## src/rtl/muldiv_pkg.sv

```systemverilog
// Shared definitions for the iterative multiply/divide unit:
// op encodings, FSM states and a conditional two's-complement helper.
package muldiv_pkg;

    localparam logic [1:0] OP_MULT  = 2'b00;
    localparam logic [1:0] OP_MULTU = 2'b01;
    localparam logic [1:0] OP_DIV   = 2'b10;
    localparam logic [1:0] OP_DIVU  = 2'b11;

    // Widest value the helper handles; covers a 2*64-bit product.
    localparam int MAX_W = 128;

    typedef enum logic [1:0] {
        S_IDLE,
        S_RUN,
        S_FIX,
        S_DONE
    } state_t;

    // Returns -x when neg is set, else x. Callers zero-extend
    // into MAX_W and truncate the result back to their width.
    function automatic logic [MAX_W-1:0] cond_neg(
        input logic [MAX_W-1:0] x,
        input logic             neg
    );
        return neg ? -x : x;
    endfunction

endpackage

```

## src/rtl/muldiv_unit.sv

```systemverilog
// Iterative radix-2 MULT/MULTU/DIV/DIVU unit producing hi/lo.
// Ports: clock, reset(async low), start/op/a/b request, flush abort,
//        busy/done handshake, hi/lo result, div_by_zero flag.
module muldiv_unit
    import muldiv_pkg::*;
#(
    parameter int WIDTH = 32,
    parameter int CNT_W = $clog2(WIDTH) + 1
) (
    input  logic             clock,
    input  logic             reset,
    input  logic             start,
    input  logic [1:0]       op,
    input  logic [WIDTH-1:0] a,
    input  logic [WIDTH-1:0] b,
    input  logic             flush,
    output logic             busy,
    output logic             done,
    output logic [WIDTH-1:0] hi,
    output logic [WIDTH-1:0] lo,
    output logic             div_by_zero
);

    state_t state;
    state_t nxt;

    logic [CNT_W-1:0] cnt;
    // acc: partial product high half / partial remainder
    // qr : multiplier being consumed / quotient being built
    logic [WIDTH-1:0] acc;
    logic [WIDTH-1:0] qr;
    logic [WIDTH-1:0] opd;
    logic             is_div;
    logic             neg_q;
    logic             neg_r;

    logic             sgn_op;
    logic             b_zero_div;
    logic [WIDTH-1:0] a_mag;
    logic [WIDTH-1:0] b_mag;
    logic [WIDTH:0]   mul_sum;
    logic [WIDTH:0]   div_sh;
    logic [WIDTH:0]   div_diff;
    logic             div_ge;
    logic [2*WIDTH-1:0] prod_fix;
    logic [WIDTH-1:0] quo_fix;
    logic [WIDTH-1:0] rem_fix;

    assign busy = (state != S_IDLE);
    assign done = (state == S_DONE);

    assign sgn_op     = ~op[0];
    assign b_zero_div = op[1] && (b == '0);

    // MIN_INT maps to 2^(W-1), which still fits W unsigned bits.
    assign a_mag = WIDTH'(cond_neg(MAX_W'(a), sgn_op & a[WIDTH-1]));
    assign b_mag = WIDTH'(cond_neg(MAX_W'(b), sgn_op & b[WIDTH-1]));

    assign mul_sum  = {1'b0, acc} + (qr[0] ? {1'b0, opd} : '0);
    assign div_sh   = {acc, qr[WIDTH-1]};
    assign div_diff = div_sh - {1'b0, opd};
    assign div_ge   = ~div_diff[WIDTH];

    assign prod_fix = (2*WIDTH)'(cond_neg(MAX_W'({acc, qr}), neg_q));
    assign quo_fix  = WIDTH'(cond_neg(MAX_W'(qr), neg_q));
    assign rem_fix  = WIDTH'(cond_neg(MAX_W'(acc), neg_r));

    always_ff @(posedge clock or negedge reset) begin
        if (!reset) begin
            state <= S_IDLE;
        end else begin
            state <= nxt;
        end
    end

    always_comb begin
        nxt = state;
        if (flush) begin
            nxt = S_IDLE;
        end else begin
            unique case (state)
                S_IDLE: begin
                    if (start) begin
                        nxt = b_zero_div ? S_DONE : S_RUN;
                    end
                end
                S_RUN: begin
                    if (cnt == CNT_W'(1)) begin
                        nxt = S_FIX;
                    end
                end
                S_FIX:   nxt = S_DONE;
                S_DONE:  nxt = S_IDLE;
                default: nxt = S_IDLE;
            endcase
        end
    end

    always_ff @(posedge clock or negedge reset) begin
        if (!reset) begin
            cnt         <= '0;
            acc         <= '0;
            qr          <= '0;
            opd         <= '0;
            is_div      <= 1'b0;
            neg_q       <= 1'b0;
            neg_r       <= 1'b0;
            hi          <= '0;
            lo          <= '0;
            div_by_zero <= 1'b0;
        end else if (!flush) begin
            unique case (state)
                S_IDLE: begin
                    if (start) begin
                        cnt         <= CNT_W'(WIDTH);
                        acc         <= '0;
                        qr          <= a_mag;
                        opd         <= b_mag;
                        is_div      <= op[1];
                        neg_q       <= sgn_op & (a[WIDTH-1] ^ b[WIDTH-1]);
                        neg_r       <= sgn_op & a[WIDTH-1];
                        div_by_zero <= b_zero_div;
                    end
                end
                S_RUN: begin
                    cnt <= cnt - CNT_W'(1);
                    if (is_div) begin
                        acc <= div_ge ? div_diff[WIDTH-1:0]
                                      : div_sh[WIDTH-1:0];
                        qr  <= {qr[WIDTH-2:0], div_ge};
                    end else begin
                        acc <= mul_sum[WIDTH:1];
                        qr  <= {mul_sum[0], qr[WIDTH-1:1]};
                    end
                end
                S_FIX: begin
                    if (is_div) begin
                        hi <= rem_fix;
                        lo <= quo_fix;
                    end else begin
                        hi <= prod_fix[2*WIDTH-1:WIDTH];
                        lo <= prod_fix[WIDTH-1:0];
                    end
                end
                default: ;
            endcase
        end
    end

endmodule

```

## config.mk

```make
export PLATFORM = sky130hd
export DESIGN_NAME = muldiv_unit
export DESIGN_NICKNAME = d
export VERILOG_FILES = /design/src/rtl/muldiv_pkg.sv /design/src/rtl/muldiv_unit.sv
export SDC_FILE = /design/constraint.sdc
export NUM_CORES = 1
export LEC_CHECK = 0
export CORE_UTILIZATION = 50
export CTS_BUF_LIST = sky130_fd_sc_hd__clkbuf_2 sky130_fd_sc_hd__clkbuf_4 sky130_fd_sc_hd__clkbuf_8
export DETAILED_ROUTE_END_ITERATION = 10
export DONT_BUFFER_PORTS = 1
export PLACE_DENSITY = 0.7
export RECOVER_POWER = 100
export SLEW_MARGIN = 5
export SYNTH_ARGS = -nofsm -noshare
export SYNTH_HDL_FRONTEND = slang
export SYNTH_SLANG_ARGS = --single-unit
```

## constraint.sdc

```tcl
create_clock -name clock -period 3.52 [get_ports clock]
set_input_delay 0.704 -clock clock [delete_from_list [all_inputs] [get_ports clock]]
set_output_delay 0.704 -clock clock [all_outputs]
set_load 0.02 [all_outputs]
```

---- Word level (Yosys, flattened, before mapping) ----
Cells that the tools add are included.
Widths: inputs -> output; s select.
storage, ports and cells
  bits of input ports ..................... 70
  memories kept ........................... 0
  logic and storage cells ................. 64
  bits in latches ......................... 0
  memory bits (read-only) ................. 0
  memory bits (writable) .................. 0
  output and inout port bits .............. 67
  bits in registers ....................... 172
cells by class
  shift operators ......................... 0
  divide/modulo/power cells ............... 0
  order comparisons ....................... 0
  bitwise gates (word level) .............. 7
  equal/unequal tests ..................... 7
  add/sub/neg operators ................... 8
  multipliers ............................. 0
  reduce and logical (&&, ||, !) cells .... 9
  muxes and demuxes ....................... 22
operators by type and width
  operator             number
  $mux 32              12
  $neg 32->32          4
  $pmux 32 s2          2
  $mux 64              1
  $neg 64->64          1
  $add 32x32->33       1
  $sub 33x32->33       1
  $logic_not 32->1     1
  $pmux 6 s2           1
  $mux 2               4
  $pmux 2 s4           1
  $eq 6x1->1 const B   1
  $mux 6               1
  $ne 3x3->1 const B   2
  $reduce_and 3->1     2
  $sub 6x1->6 const B  1
  $eq 2x2->1 const B   2
  $reduce_and 2->1     2
  $reduce_bool 2->1    2
  $and 1x1->1          3
  $not 1->1            3
  $eq 2x1->1 const B   1
  $logic_not 2->1      1
  $ne 2x2->1 const B   1
  2 further kinds      2

---- Logic depth before layout (Yosys ltp) ----
Gate-level depths: netlist of run 1.
  depth after elaboration ................. 6
  mapped depth ............................ 14
  gate-level depth less buffers ........... 13

---- Worst setup path after synthesis of run 1 ----
No wires, ideal clock.
  kind .................................... register -> register
  from .................................... register qr[0]
  to ...................................... register acc[30]
  required time ........................... 3.452 ns
  period minus slack after synthesis ...... 3.365 ns
  slack ................................... 0.155 ns
  arrival time ............................ 3.298 ns
  stages on the path, launching flop included .. 14
  library setup time ...................... 0.068 ns
  buffers on the path ..................... 1
  cells stage by stage .................... dfrtp_1 inv_1 clkbuf_1 nor2_1 ha_1 a21o_1 a31o_2 a31oi_1 o21ai_1 a31oi_1 o21ai_1 or4b_1 a31oi_1 a32o_1
between the ends
  word-level cells in the longest chain between the ends .. 4
RTL lines
  what                    line                RTL
  from (decl)             muldiv_unit.sv:31   logic [WIDTH-1:0] qr;
  from (signal assigned)  muldiv_unit.sv:117  qr <= a_mag;
  from (signal assigned)  muldiv_unit.sv:130  qr <= {qr[WIDTH-2:0], div_ge};
  from (signal assigned)  muldiv_unit.sv:133  qr <= {mul_sum[0], qr[WIDTH-1:1]};
  $mux 32                 muldiv_unit.sv:59   assign mul_sum = {1'b0, acc} + (qr[0] ? {1'b0, opd} : '0);
  $add 32x32->33          muldiv_unit.sv:59
  $mux 32                 muldiv_unit.sv:127  if (is_div) begin
  $pmux 32 s2             muldiv_unit.sv:112  unique case (state)
  to (signal assigned)    muldiv_unit.sv:128  acc <= div_ge ? div_diff[WIDTH-1:0]
  to (signal assigned)    muldiv_unit.sv:132  acc <= mul_sum[WIDTH:1];
  to (decl)               muldiv_unit.sv:30   logic [WIDTH-1:0] acc;
No other way between the ends.
A chain may end at the register's enable or synchronous reset.

---- Worst setup path in the final report of run 1 ----
  from .................................... register acc[4]
  to ...................................... register acc[30]
between the ends
  word-level cells in the longest chain between the ends .. 4
  elaborated cells on any way between the ends .. 5
  classes of those cells .................. add/sub (2); mux (3)
RTL lines
  what             line                RTL
  $sub 33x32->33   muldiv_unit.sv:61   assign div_diff = div_sh - {1'b0, opd};
  $mux 32          muldiv_unit.sv:128
  $mux 32 (*)      muldiv_unit.sv:127
  $pmux 32 s2 (*)  muldiv_unit.sv:112
Mark *: on every way between the ends. The rest lies on a longest branch, timed or not.

==> results.md, run 1 <==
* Status: finished with violations
* Failing checks: negative hold slack
* Die Area at 28500 sq um
* Req. time, crit path at 3890 ps
* Unrepaired setup endpoints after global routing: yes
* P_leak at 7.03 nW
* H-tree levels at 4
* First-pass GRT wire length at 65300 um
* Die Span X at 169 um
* Post-Syn Area at 13900 sq um
* Area leader, netlist: dfrtp_1
* CP Class: flop to flop
* Vias per cell at 5.96
* Clock sink count at 172
* Buf+Inv Stages, Crit Path at 2
* Setup TNS at 0 ps
* Commonest cells in the netlist: nand2_1 (258), o21ai_0 (240), dfrtp_1 (172), nor2_1 (116), a21oi_1 (104)
* Number of synthesized flops with an enable pin at 0
* Wire per inst at around 19 um
* Predominant post-synthesis flop cell: dfrtp_1
* Worst path top cell family by delay: compound AO/OA/AOI/OAI gates
* GP Congestion at just under 1
* Final worst setup slack at approximately 81 ps
* Layout Utilization at 56.7%
* Yosys top cell area share at 30.9%
* Actual slew at the worst max-slew pin at approximately 1300 ps
* Standard-cell rows at 60
* Drt total wl at ~40000 um
* Synth async-reset ratio at 100%
* Final hold vios at 172
* Post-synthesis sequential area ratio at 30.9%
* Fin Hold WS at -89.7 ps
* Max-cap violations at 0
* Layout area overhead at 10.7%
* Critical Path AT at 3810 ps
* Layout Nets at between 1500 and 2000
* Ys Warns at 0
* Worst-skew pair later-pin latency at 490 ps
* Syn Area/Cell at 7.97 sq um
* Period utilization at between 90% and 100%
* Initial Util at between 50% and 60%
* Antenna violations before repair at 0
* Skew final at 26.3 ps
* Vias at 12900
* Core box area at 27200 sq um
* Clk slew on worst S/H paths at 120 ps
* DRC Markers at 0
* Startpoint types: flop
* CTS tree: built
* Max Freq at 291 MHz
* Slowest CP cell: dfrtp_1
* Root Driver: clkbuf_8
* Synthesized instance count at 1748
* Min Tclk post-route at 3440 ps
* Worst-path cell chain: ha_2, a21o_1, a211o_1, o2111a_1, o211ai_1, and2_4, a211oi_4, buf_4, clkbuf_16, or3b_2, a32o_1
* Layout cell share with drive strength beyond 1 at 10.6%
* Post-synth cell types at 82
* I/O Buffers at 0
* Fin. max-slew vios at 0
* Syn Nets at ~1900
* CP endpoint kind: flop
* Total CTS buffers at 17
* Die Y at 169 um
* Number of diodes at 0
* Final setup viols at 0
* Final ANT Viol Nets at 0
* Count leader, synth: nand2_1
* 1st-iter DRT viols at 1138
* Setup WS pre-CTS at -40.8 ps
* I/O pin count at 137
* Gr ovfl total at 0
* Slowest Stage Delay on Critical Path at roughly 470 ps
* Top cells by area, synth: dfrtp_1 (31%), o21ai_0 (8.6%), nand2_1 (7.0%)
* Overall Global Routing Usage at between 20% and 30%
* Largest net degree at the start of global routing at 173
* Critical path peak fanout at 12
* Min-delay worst type: primary input to async pin
* VDD IR-drop max at approximately 0.53 mV
* Clock Tree Buf Depth at 2
* Rel. slew slack at 12.6%
* Post-DP HPWL at 31100 um
* Vias in the first global route at 12100
* Drt pass-1 iters at 5
* Pwr Density at 957 nW/um^2
* Count of state elements after synthesis at ~170
==> per-layer routing <==
layer / GRT usage, % / wire [um]
met1: 45.0 / 20600
met2: 41.6 / 16700
met3: 4.14 / 3220
met5: 0 / 0
met4: 6.76 / 623
==> repair_timing <==
action | in CTS | in global routing
buffers inserted | 0 | 3
cloned | 0 | 1
pin swaps | 0 | 5
setup endpoints to repair | 8 | 27
endpoints found under the hold margin | 172 | 172
gates resized for setup | 1 | 17
==> kinds of logic after synthesis <==
family                     count (synthesis)  share of synthesized area (%)
and+or+nand+nor                          556                           18.8
AOI/OAI and AO/OA                        544                           23.4
xor gates and xnor gates                 172                           10.8
DFF                                      172                           30.9
buffers and inverters                    166                           4.66
adders and majority gates                 76                           6.93
muxes                                     62                           4.50
==> final timing paths <==
check,from,to,slack [ps],cells after the start
setup / recovery,acc[4],acc[30],80,11
min in group clock,flush,state[1],270,1
hold / removal,reset,qr[9],-90,0
setup reg to reg,acc[4],acc[30],80,11
hold reg to reg,opd[4],opd[4],490,2
max in group asynchronous,reset,hi[21],3270,0
==> area by class of cell <==
| cell class | instances | area, sq um |
|---|---|---|
| Clock inverter | 15 | 214 |
| Clock buffer | 17 | 234 |
| Sequential cell | 172 | 4310 |
| Multi-Input combinational cell | 1410 | 9050 |
| Timing Repair Buffer | 111 | 897 |
| Fill cell | 2590 | 11800 |
| Tap cell | 372 | 465 |
| Inverter | 67 | 251 |
==> report_power, final <==
| part | internal, mW | switching [mW] |
|---|---|---|
| Sequential | 2.81 | 1.30 |
| Clock | 0.582 | 1.01 |
| Combinational | 3.62 | 5.42 |
==> stage by stage <==
stage	hold WS (ps)	total power, mW	instance area (sq um)	instances
2_1_floorplan	408	10.1	13900	1748
6_report	-89.7	14.8	15400	2164
3_3_place_gp	420	12.7	14900	2128
3_5_place_dp	421	12.9	14900	2128
4_1_cts	-116	14.5	15300	2160
5_1_grt	-119	15.9	15400	2164
==> sequential cells by signal, summed over array words and instances (netlist names) <==
signal	count
neg_q	1
lo	32
state	2
cnt	6
acc	32
opd	32
hi	32
div_by_zero	1
is_div	1
neg_r	1
qr	32
==> layout by cell type, fill, tap and decap left out, drive strengths merged, types with 8 or more instances in the layout <==
cell type / instances
or3: 10
xor2: 83
o31ai: 19
o211ai: 10
a31oi: 20
nand4: 10
nor2b: 10
or4: 9
nor3: 25
a22oi: 13
a211oi: 17
mux2i: 57
nand2: 259
clkbuf: 22
o41ai: 10
ha: 74
and2: 8
buf: 106
nand2b: 22
nor4: 27
and3: 12
nand3: 14
nor2: 117
a21oi: 104
o21bai: 8
or2: 8
inv: 77
o21ai: 250
dfrtp: 172
a21o: 37
xnor2: 89
(Power assumes the default switching activity.)
==> run 2, diff against run 1 <==
--- a/config.mk
+++ b/config.mk
@@ -5,6 +5,8 @@
 export SDC_FILE = /design/constraint.sdc
 export NUM_CORES = 1
 export LEC_CHECK = 0
+export CORE_ASPECT_RATIO = 1.25
+export CORE_MARGIN = 2
 export CORE_UTILIZATION = 50
 export CTS_BUF_LIST = sky130_fd_sc_hd__clkbuf_2 sky130_fd_sc_hd__clkbuf_4 sky130_fd_sc_hd__clkbuf_8
 export DETAILED_ROUTE_END_ITERATION = 10
==> run 2 against run 1 <==
Against the previous run:
- the run ends with negative hold slack, max-capacitance violations, max-slew violations left
- fmax is 0.38% lower
- wire length rose by 1.6%
- via count decreased by 0.20%
- critical endpoint is now acc[7]
- largest cell class unchanged
- highest routed layer unchanged
==> results.md, run 2 (synthesized netlist as in run 1, its figures left out) <==
* Status: finished with violations
* Failing checks: negative hold slack, max-capacitance violations, max-slew violations
* Critical Path AT at 3810 ps
* Vias at 12900
* Fin Hold WS at -95.1 ps
* CP Depth at 14
* Clk slew on worst S/H paths at 100 ps
* P_int at 6.93 mW
* Pwr Density at 933 nW/um^2
* FF-to-FF path depth at 14
* Final worst setup slack at around 68 ps
* Max-cap violations at 1
* Drt total wl at between 40000 and 50000 um
* Overall Global Routing Usage at 28.3%
* Rel. slew slack at -26.3%
* Reg power frac at 29.4%
* Fin area at between 15000 and 20000 sq um
* CTS tree: built
* Layout cell share with drive strength beyond 1 at between 10% and 20%
* Core box area at 27500 sq um
* VDD IR-drop max at roughly 0.31 mV
* H-tree levels at 4
* Number of diodes at 0
* Buf+Inv Stages, Crit Path at 4
* CP Capture Point: acc[7]
* Startpoint types: flop
* Worst path top cell family by delay: compound AO/OA/AOI/OAI gates
* P_sw at 7.34 mW
* First-pass GRT wire length at ~66000 um
* Skew final at between 20 and 25 ps
* Max Freq at 290 MHz
* GP Congestion at 0.970
* Root Driver: clkbuf_8
* Combinational Power Share at 60.8%
* Fin. max-slew vios at 59
* Critical path peak fanout at 6
* Clock power share at about a tenth
* Wire per inst at around 20 um
* CP endpoint kind: flop
* Min Tclk post-route at ~3500 ps
* Req. time, crit path at 3880 ps
* Gr ovfl total at 0
* DRC Markers at 0
* Initial Util at 50.7%
* Worst-skew pair later-pin latency at 490 ps
* Standard-cell rows at slightly below 70
* I/O Buffers at 0
* Final hold vios at 172
* Final ANT Viol Nets at 0
* CP Class: flop to flop
* Placed cell areas at roughly 15000 sq um
* Crit path from: opd[0]
* Min-delay worst type: primary input to async pin
* Die Y at 191 um
* Period utilization at a little over nine tenths
* Vias per cell at around 6.0
* Most frequent cells in the layout: nand2_1 (258), o21ai_0 (240), dfrtp_1 (170)
* Layout Nets at ~1900
* Slowest CP cell: dfrtp_1
* Clock sink count at 172
* Slowest Stage Delay on Critical Path at approximately 420 ps
* Final setup viols at 0
* Die Area at 29200 sq um
* Sw Ratio at 51.4%
* Setup WS pre-CTS at 37.6 ps
* Die Span X at around 150 um
* Actual slew at the worst max-slew pin at 1900 ps
* Most used cell, CP: buf_4
* Clock Tree Buf Depth at 2
* Antenna violations before repair at 0
* 1st-iter DRT viols at roughly 770
* Largest net degree at the start of global routing at 173
* Total CTS buffers at 17
* R2R Setup Slk at between 60 and 70 ps
* Drt pass-1 iters at 5
* Worst R2R End: acc[7]
* Most common cell after layout, fill and taps aside: nand2_1
* Worst-path cell chain: ha_1, fa_2, nand2b_4, a211oi_2, buf_4, o2111a_1, o211ai_1, and2_4, a211oi_4, buf_12, buf_4, buf_4, mux2i_1, o21ai_0
* Vias in the first global route at 12600
* Layout Utilization at a little under three fifths
* P_leak at 6.98 nW
* Post-DP HPWL at 31600 um
* Layout area overhead at 9.82%
* R2R Path Start: opd[0]
* I/O pin count at roughly 140
## run 2: cell count changes in the layout (fill, tap and decap cells not counted), sizes merged
| cell | change |
|---|---|
| buf | -7 |
| bufinv | +1 |
| clkbuf | +9 |
| clkinv | -1 |
| clkinvlp | +3 |
| inv | -4 |
## run 2: routing by layer
| layer | global-route usage (%) | part of all wire (%) | up-vias |
|---|---|---|---|
| met4 | 17.4 | 6.4 | 0 |
| met2 | 47.8 | 47 | 415 |
| met3 | 5.70 | 5.9 | 129 |
| li1 | - | - | 6251 |
| met1 | 33.2 | 40 | 6086 |
| met5 | 0 | 0 | - |
## run 2: worst min-delay path by stage
| stage | end | cells past startpoint | slack (ps) |
|---|---|---|---|
| after global placement | lo[16] | 0 | 410 |
| final | lo[17] | 0 | -100 |
| after CTS | lo[16] | 0 | -120 |
| after floorplan | acc[0] | 0 | 410 |
| after global routing | lo[17] | 0 | -130 |
| after detailed placement | lo[16] | 0 | 410 |
## run 2: power groups by stage
stage	combinational, mW	sequential, mW	clock [mW]
finish	8.68	4.19	1.40
global route	9.60	4.32	1.51
CTS	8.47	4.18	1.43
detailed placement	8.43	4.23	0
global placement	8.31	4.19	0
floorplan	6.28	3.84	0
## run 2: area by class of cell
| class | instances | area (sq um) |
|---|---|---|
| multi-input combinational | 1410 | 9040 |
| timing repair buffer | 112 | 888 |
| inverter | 67 | 251 |
| tap | 350 | 438 |
| sequential | 172 | 4310 |
| clock inverter | 14 | 134 |
| clock buffer | 18 | 241 |
| fill | 2635 | 12200 |
## run 2: through the flow
step	hold WS, ps	power [mW]	cells	setup TNS [ps]
6_report	-95.1	14.3	2143	0
5_1_grt	-130	15.4	2143	-221
4_1_cts	-120	14.1	2131	0
3_5_place_dp	413	12.7	2099	0
3_3_place_gp	413	12.5	2099	0
2_1_floorplan	408	10.1	1748	0
## run 2: repair_timing
item | CTS | global route
cloned | 0 | 1
endpoints found under the setup margin | 1 | 21
buffers inserted | 0 | 11
resized for setup | 1 | 19
pin swaps | 0 | 5
hold endpoints to repair | 172 | 172
